`config.mk`:
```
export PLATFORM = sky130hd
export DESIGN_NAME = invk2j_stream_ctrl
export DESIGN_NICKNAME = d
export VERILOG_FILES = /design/src/rtl/invk2j_pkg.sv /design/src/rtl/invk2j_res_fifo.sv /design/src/rtl/invk2j_stream_ctrl.sv
export SDC_FILE = /design/constraint.sdc
export NUM_CORES = 1
export LEC_CHECK = 0
export ABC_CLOCK_PERIOD_IN_PS = 2690
export CORE_ASPECT_RATIO = 1.75
export CORE_MARGIN = 5
export CORE_UTILIZATION = 25
export CTS_CLUSTER_DIAMETER = 100
export DETAILED_ROUTE_END_ITERATION = 7
export GPL_ROUTABILITY_DRIVEN = 0
export PLACE_DENSITY = 0.46
export SYNTH_ARGS = -nofsm -noshare
export SYNTH_HDL_FRONTEND = slang
export SYNTH_HIERARCHICAL = 1
export SYNTH_SLANG_ARGS = --single-unit
```
`constraint.sdc`:
```
create_clock -name clk -period 2.69 [get_ports clk]
set_input_delay 0.6725 -clock clk [delete_from_list [all_inputs] [get_ports clk]]
set_output_delay 0.6725 -clock clk [all_outputs]
set_load 0.02 [all_outputs]
```
`src/rtl/invk2j_pkg.sv`:
```
// Shared types for the invk2j stream controller: state encoding and result width.
package invk2j_pkg;

    localparam int DW_DEF = 32;

    typedef enum logic [1:0] {
        ST_IDLE = 2'd0,
        ST_WAIT = 2'd1,
        ST_CAPT = 2'd2
    } state_e;

    function automatic int res_w(input int dw);
        return 2 * dw;
    endfunction

endpackage

```
`src/rtl/invk2j_res_fifo.sv`:
```
// Sync FWFT result FIFO; head visible the cycle after push into an empty FIFO.
// Backpressure: push ignored when full, pop ignored when empty; head holds until popped.
module invk2j_res_fifo #(
    parameter int W     = 64,
    parameter int DEPTH = 4
) (
    input  logic                     clk,
    input  logic                     rst,
    input  logic                     push,
    input  logic [W-1:0]             din,
    input  logic                     pop,
    output logic [W-1:0]             dout,
    output logic [$clog2(DEPTH):0]   level
);

    localparam int AW = $clog2(DEPTH);
    localparam int LW = AW + 1;

    logic [W-1:0]  mem_q [DEPTH];
    logic [W-1:0]  mem_d [DEPTH];
    logic [AW-1:0] wr_ptr_q, wr_ptr_d;
    logic [AW-1:0] rd_ptr_q, rd_ptr_d;
    logic [LW-1:0] level_q, level_d;
    logic          do_push, do_pop;

    assign do_push = push && (level_q != LW'(DEPTH));
    assign do_pop  = pop && (level_q != '0);

    always_comb begin
        mem_d    = mem_q;
        wr_ptr_d = wr_ptr_q;
        rd_ptr_d = rd_ptr_q;
        level_d  = level_q;
        if (do_push) begin
            mem_d[wr_ptr_q] = din;
            wr_ptr_d        = wr_ptr_q + AW'(1);
        end
        if (do_pop) begin
            rd_ptr_d = rd_ptr_q + AW'(1);
        end
        case ({do_push, do_pop})
            2'b10:   level_d = level_q + LW'(1);
            2'b01:   level_d = level_q - LW'(1);
            default: level_d = level_q;
        endcase
    end

    always_ff @(posedge clk) begin
        if (rst) begin
            mem_q    <= '{default: '0};
            wr_ptr_q <= '0;
            rd_ptr_q <= '0;
            level_q  <= '0;
        end else begin
            mem_q    <= mem_d;
            wr_ptr_q <= wr_ptr_d;
            rd_ptr_q <= rd_ptr_d;
            level_q  <= level_d;
        end
    end

    assign dout  = mem_q[rd_ptr_q];
    assign level = level_q;

endmodule

```
`src/rtl/invk2j_stream_ctrl.sv`:
```
// Drives one (x,y) pair into the invk2j core, holds it SETTLE cycles, captures the angles.
// Latency accept->push SETTLE+1 edges; s_ready only in IDLE with a free FIFO slot.
module invk2j_stream_ctrl
    import invk2j_pkg::*;
#(
    parameter int DW         = DW_DEF,
    parameter int SETTLE     = 8,
    parameter int FIFO_DEPTH = 4,
    parameter int CNT_W      = 32
) (
    input  logic                  clk,
    input  logic                  rst,
    input  logic                  s_valid,
    output logic                  s_ready,
    input  logic [DW-1:0]         s_x,
    input  logic [DW-1:0]         s_y,
    output logic [DW-1:0]         core_in0,
    output logic [DW-1:0]         core_in1,
    input  logic [DW-1:0]         core_out0,
    input  logic [DW-1:0]         core_out1,
    output logic                  m_valid,
    input  logic                  m_ready,
    output logic [2*DW-1:0]       m_data,
    output logic                  busy,
    output logic [CNT_W-1:0]      res_count
);

    localparam int RW = res_w(DW);
    localparam int CW = (SETTLE > 1) ? $clog2(SETTLE) : 1;
    localparam int LW = $clog2(FIFO_DEPTH) + 1;

    state_e           state_q, state_d;
    logic [CW-1:0]    cnt_q, cnt_d;
    logic [DW-1:0]    in0_q, in0_d;
    logic [DW-1:0]    in1_q, in1_d;
    logic [CNT_W-1:0] res_cnt_q, res_cnt_d;

    logic [LW-1:0]    fifo_level;
    logic [RW-1:0]    fifo_dout;
    logic             slot_free;
    logic             push;
    logic             pop;

    // Only one pair is ever in flight, so a free slot at admission guarantees room at capture.
    assign slot_free = fifo_level < LW'(FIFO_DEPTH);
    assign s_ready   = !rst && (state_q == ST_IDLE) && slot_free;

    always_comb begin
        state_d   = state_q;
        cnt_d     = cnt_q;
        in0_d     = in0_q;
        in1_d     = in1_q;
        res_cnt_d = res_cnt_q;
        push      = 1'b0;
        case (state_q)
            ST_IDLE: begin
                if (s_valid && s_ready) begin
                    in0_d   = s_x;
                    in1_d   = s_y;
                    cnt_d   = CW'(SETTLE - 1);
                    state_d = ST_WAIT;
                end
            end
            ST_WAIT: begin
                if (cnt_q == '0) begin
                    state_d = ST_CAPT;
                end else begin
                    cnt_d = cnt_q - CW'(1);
                end
            end
            ST_CAPT: begin
                push      = 1'b1;
                res_cnt_d = res_cnt_q + CNT_W'(1);
                state_d   = ST_IDLE;
            end
            default: state_d = ST_IDLE;
        endcase
    end

    always_ff @(posedge clk) begin
        if (rst) begin
            state_q   <= ST_IDLE;
            cnt_q     <= '0;
            in0_q     <= '0;
            in1_q     <= '0;
            res_cnt_q <= '0;
        end else begin
            state_q   <= state_d;
            cnt_q     <= cnt_d;
            in0_q     <= in0_d;
            in1_q     <= in1_d;
            res_cnt_q <= res_cnt_d;
        end
    end

    assign pop = m_valid && m_ready;

    invk2j_res_fifo #(
        .W     (RW),
        .DEPTH (FIFO_DEPTH)
    ) u_res_fifo (
        .clk   (clk),
        .rst   (rst),
        .push  (push),
        .din   ({core_out0, core_out1}),
        .pop   (pop),
        .dout  (fifo_dout),
        .level (fifo_level)
    );

    assign core_in0  = in0_q;
    assign core_in1  = in1_q;
    assign m_valid   = (fifo_level != '0);
    assign m_data    = fifo_dout;
    assign busy      = (state_q != ST_IDLE);
    assign res_count = res_cnt_q;

endmodule

```
== After elaboration in Yosys (flattened, before gate mapping) ==
Cells that the tools add are included.

* Output and inout bits: 163
* Bits in registers: 364
* Input port bits: 132
* Logic and storage cells: 63

* Reductions and logical operators: 17
* Bitwise gates (word level): 2
* Add/subtract/negate cells: 6
* Order comparisons: 4
* Equality and inequality tests: 8
* Multiplexer cells: 14

{| class="wikitable"
|+ Operators with widths
! operator !! count
|-
| $bwmux W256 || 1
|-
| $mux W64 || 3
|-
| $bmux W64 S2 || 1
|-
| $demux W64 S2 || 1
|-
| $add A32 B1 Y32 const B || 1
|-
| $pmux W3 S2 || 2
|-
| $logic_and A1 B1 Y1 || 7
|-
| $ge A3 B3 Y1 const B || 2
|-
| $mux W3 || 2
|-
| $not A2 Y3 || 2
|-
| $reduce_bool A2 Y1 || 3
|-
| $sub A3 B1 Y3 const B || 2
|-
| $add A2 B1 Y2 const B || 2
|-
| $eq A2 B1 Y1 const B || 2
|-
| $eq A2 B2 Y1 const B || 2
|-
| $mux W2 || 2
|-
| $ne A2 B2 Y1 const B || 2
|-
| $pmux W2 S2 || 1
|-
| $reduce_and A2 Y1 || 2
|-
| $add A3 B1 Y3 const B || 1
|-
| $logic_not A3 Y1 || 1
|-
| $lt A3 B1 Y1 const B || 1
|-
| $lt A3 B3 Y1 const B || 1
|-
| $ne A3 B3 Y1 const B || 1
|-
| other kinds (6) || 6
|}

== Longest topological paths before layout ==
* Depth in word-level cells: 6
* Gate-level depth with buffers: 10
* Mapped depth without buffers: 10

== By module ==
The synthesis kept the hierarchy.

{| class="wikitable"
|+ Modules (own cells, without submodules)
! module !! instances !! seq. area each (um^2) !! cells each !! area each (um^2)
|-
| invk2j_res_fifo || 1 || 5265.0 || 1022 || 12120.4
|-
| invk2j_stream_ctrl || 1 || 2021.9 || 486 || 4141.5
|}

== Worst setup path before layout ==
Ideal clock, no wire load.

* Kind: input-to-reg
* From: input rst
* To: register in0_q[14], in the netlist core_in0[14]
* Data required time: 2.577 ns
* Path buffers: 2
* Library setup time: 0.113 ns
* Cell stages on the path: 6
* Arrival: 2.212 ns
* Path slack: 0.365 ns
* Cells stage by stage: nor4_1 > nand2_1 > clkbuf_1 > clkbuf_1 > nand3b_1 > nand2_1

* Cells in the longest elaborated chain, start to end: 5

{| class="wikitable"
|+ RTL lines
! item !! RTL line !! RTL
|-
| start, declared || invk2j_stream_ctrl.sv:12 || <nowiki>input logic rst,</nowiki>
|-
| $logic_not A1 Y1 || invk2j_stream_ctrl.sv:46 || <nowiki>assign s_ready = !rst && (state_q == ST_IDLE) && slot_free;</nowiki>
|-
| $logic_and A1 B1 Y1 (2 in series) || invk2j_stream_ctrl.sv:46 ||
|-
| $logic_and A1 B1 Y1 || invk2j_stream_ctrl.sv:57 || <nowiki>if (s_valid && s_ready) begin</nowiki>
|-
| $reduce_and A2 Y1 (no source line) || -- ||
|-
| end signal, assigned || invk2j_stream_ctrl.sv:90 || <nowiki>in0_q <= in0_d;</nowiki>
|-
| end, declared || invk2j_stream_ctrl.sv:34 || <nowiki>logic [DW-1:0] in0_q, in0_d;</nowiki>
|}

Parallel ways exist; a longest one is shown, timed or not.
A chain may end at the register's enable or synchronous reset.

== Worst setup path after layout ==
* From: register u_res_fifo.rd_ptr_q[1]
* To: output m_data[41]

* Cells in the longest elaborated chain, start to end: 4

{| class="wikitable"
|+ RTL lines
! item !! RTL line !! RTL
|-
| start, declared || invk2j_res_fifo.sv:22 || <nowiki>logic [AW-1:0] rd_ptr_q, rd_ptr_d;</nowiki>
|-
| start signal, assigned || invk2j_res_fifo.sv:57 || <nowiki>rd_ptr_q <= rd_ptr_d;</nowiki>
|-
| $not A2 Y3 (implied by the code) || invk2j_res_fifo.sv:62 || <nowiki>assign dout = mem_q[rd_ptr_q];</nowiki>
|-
| $bmux W64 S2 || invk2j_res_fifo.sv:62 ||
|-
| $mux W64 (implied by the code) (2 in series) || invk2j_res_fifo.sv:62 ||
|-
| end, declared || invk2j_stream_ctrl.sv:23 || <nowiki>output logic [2*DW-1:0] m_data,</nowiki>
|}

Every way passes these cells. The select of a mux whose other input is x is not followed.

==> results.md <==
* Die Span Y at around 350 um
* Fmax at 380 MHz
* CP peak stage delay at 0.52 ns
* Worst Setup Start Kind: flip-flop
* Port Buffers at 294
* RR Startpoint: u_res_fifo/level[2]
* Number of global-route vias before repair at 12,900
* Clk_lat worst skew at 0.57 ns
* Cell Area, Placed at 0.0201 mm^2
* Critical path type: flip-flop to primary output
* DR DRC count at 0
* Filler Cell Count at 6,535
* Die extent in x at 203 um
* FF+latch count, synth at 364
* Clock sink count at 364
* Switch Pwr at between 2 and 3 mW
* PwrDens at 573 mW/mm^2
* Pin count of the biggest net entering global routing at between 150 and 200
* CP Max Fanout at 15
* Remaining antenna violation count at 0
* Crit. Startpoint: u_res_fifo/rd_ptr_q[1]
* Pint at 9.45 mW
* Post-synthesis cell count at 1,508
* Outcome: finished, final reports clean
* Longest Clk Path Bufs at 3
* Leakage at about 9 nW
* Worst-margin pin slew at around 0.88 ns
* CTS Hold Bufs at 0
* Clk_skew at between 0.03 and 0.04 ns
* Critical R2R Capture: u_res_fifo/level[2]
* Area growth syn-to-layout at 33.1%
* Seq/Total Area, Yosys at 0.448
* Endpoints failing setup at 0
* Cell family with most CP delay: multiplexers
* Buf+Inv Stages, Crit Path at 2
* GR Util All Layers at 0.134
* R2R depth at 9
* Crit. End Element: primary output
* Worst path arrival time at 1.96 ns
* Period utilization at 0.979
* Worst slack at placement at -0.0760 ns
* Max-Slew Margin vs Limit at 0.413
* Gr ovfl total at 0
* Utilization after layout at 0.336
* Final min period at 2.63 ns
* Clock share of power at 0.466
* FFs w/ async S/R, synth at 0
* Synth cell types at 50
* Routed WL at a little under 50,000 um
* Critical Path, Cell by Cell: buf_12, mux4_2, clkdlybuf4s15_2
* Setup ws final at between 0.05 and 0.06 ns
* Core Area at 0.0643 mm^2
* Net count, final at 1,936
* WP data required at 2.02 ns
* Synth Warn # at 6
* Syn Area/Cell at about 11 um^2
* Syn nets at ~1,600
* Power share of the combinational group at 0.085
* Slowest stage cell, crit path: mux4_2
* CTS tree: yes
* Hold WC Path Type: flip-flop to flip-flop
* Final HPWL DP at 32,100 um
* Fin. Hold Viols at 0
* RSZ-0062 raised after global routing: yes
* Placement Rows at 123
* CTS Root Cell: clkbuf_16
* First-iteration detailed-routing DRC count at 410
* WL/cell at 18.3 um
* Die area at between 0.07 and 0.08 mm^2
* VDD IR-drop max at 0.000377 V
* Most frequent cells in the layout: dfxtp_1 (362), nand2b_1 (321), mux2i_1 (256)
* Num CTS Buffers at 41
* Synthesized cell area at 0.0163 mm^2
* R2R setup slack at ~0.34 ns
* H-tree depth at 2
* Layout cell share with drive strength beyond 1 at 0.147
* Worst-path clk slew at roughly 0.060 ns
* Initial antenna violation count at 1
* CP Depth at 3
* Initial Util at 0.253
* Switching share of power at 0.237
* First-pass GRT wire length at 75,600 um
* DR vias/cell at 4.51
* Via Count at roughly 12,000
* Slew Viols, Final at 0
* Ports at around 300
* # diodes at 0
* Reg power frac at 0.449
* Final instance area at between 0.02 and 0.025 mm^2
* Pre-Repair DR Iteration Count at 5
* Total power at 12.4 mW
* EDFF count, synth at 0
* Top FF cell, synth: dfxtp_1
* Commonest non-fill, non-tap cell in the layout: dfxtp_1
* Total of max-cap violations at 0
* Hold path depth at 2
* Setup crit end: m_data[41]
[timing repair]
action | CTS | global route
pin swaps | 0 | 0
setup buffers | 7 | 8
gates cloned | 3 | 2
hold endpoints to repair | 0 | 0
resized for setup | 260 | 35
endpoints found under the setup margin | 66 | 33
[Yosys cell counts, drive strengths merged (4+ instances only)]
master | number | share of area
nand2 | 142 | 0.033
clkbuf | 57 | 0.013
ha | 8 | 0.0062
nand2b | 321 | 0.12
xor2 | 8 | 0.0043
nor2 | 26 | 0.0060
nand3 | 13 | 0.0043
o21ai | 8 | 0.0025
o31ai | 11 | 0.0051
mux2i | 256 | 0.16
xnor2 | 6 | 0.0032
nand4 | 12 | 0.0054
nand3b | 66 | 0.030
mux2 | 4 | 0.0028
and2 | 4 | 0.0015
and4 | 5 | 0.0028
dfxtp | 364 | 0.45
a21oi | 21 | 0.0065
buf | 51 | 0.029
inv | 13 | 0.0030
or4 | 12 | 0.0055
mux4 | 64 | 0.089
nor4 | 4 | 0.0015
or3 | 8 | 0.0031
[registers in the layout, indices dropped and copies added, names as in the netlist]
| name | flops |
|---|---|
| u_res_fifo/mem_q | 256 |
| core_in0 | 32 |
| core_in1 | 32 |
| res_count | 32 |
| cnt_q | 3 |
| u_res_fifo/level | 3 |
| state_q | 2 |
| u_res_fifo/rd_ptr_q | 2 |
| u_res_fifo/wr_ptr_q | 2 |
[cells by family after synthesis]
logic type / count (synthesis) / share of synthesized area
adders and majority gates: 9 / 0.00739
xor gates and xnor gates: 14 / 0.00754
and+or+nand+nor: 629 / 0.225
buffers and inverters: 122 / 0.0459
muxes: 324 / 0.249
AOI/OAI and AO/OA: 46 / 0.0172
DFF: 364 / 0.448
[worst min-delay path: cells and delay by family, from the launching register on]
family / cells / cell delay [ns]
DFF: 1 / 0.31
muxes: 1 / 0.06
and+or+nand+nor: 1 / 0.06
[power groups by stage]
| stage | Combinational (mW) | Sequential [mW] | Clock [mW] |
|---|---|---|---|
| finish | 1.05 | 5.57 | 5.77 |
| global route | 1.14 | 5.58 | 6.25 |
| CTS | 1.07 | 5.57 | 6.03 |
| detailed placement | 1.08 | 5.68 | 0 |
| global placement | 1.08 | 5.68 | 0 |
| floorplan | 0.434 | 5.77 | 0 |
[through the flow]
stage	hold WS (ns)	std cells	setup TNS (ns)
after floorplan	0.443	1508	0
after global placement	0.456	2544	-0.145
after detailed placement	0.463	2544	-0.0760
after CTS	0.473	2629	-0.572
after global routing	0.485	2639	-0.140
final	0.472	2639	0
[routing by layer]
layer	share of wire	global-route usage
met3	0.084	0.0522
met1	0.41	0.155
met2	0.49	0.234
met5	0	0
met4	0.018	0.0308
[worst min-delay path by stage]
stage	slack, ns	endpoint	from
6_report	0.47	u_res_fifo/mem_q[181]	u_res_fifo/mem_q[181]
3_5_place_dp	0.46	u_res_fifo/mem_q[41]	u_res_fifo/mem_q[41]
3_3_place_gp	0.46	u_res_fifo/mem_q[159]	u_res_fifo/mem_q[159]
5_1_grt	0.48	u_res_fifo/mem_q[185]	u_res_fifo/mem_q[185]
2_1_floorplan	0.44	cnt_q[0]	cnt_q[0]
4_1_cts	0.47	u_res_fifo/mem_q[185]	u_res_fifo/mem_q[185]
[area by class of cell]
class | instances | area, um^2 | share of cell area
Clock buffer | 65 | 1260 | 0.0582
Clock inverter | 10 | 110 | 0.00509
Inverter | 13 | 48.8 | 0.00225
Multi-Input combinational cell | 1022 | 8270 | 0.382
Sequential cell | 364 | 7290 | 0.337
Tap cell | 812 | 1020 | 0.0469
Timing Repair Buffer | 353 | 3640 | 0.168
Note: power is estimated with default switching activity, not from simulation.
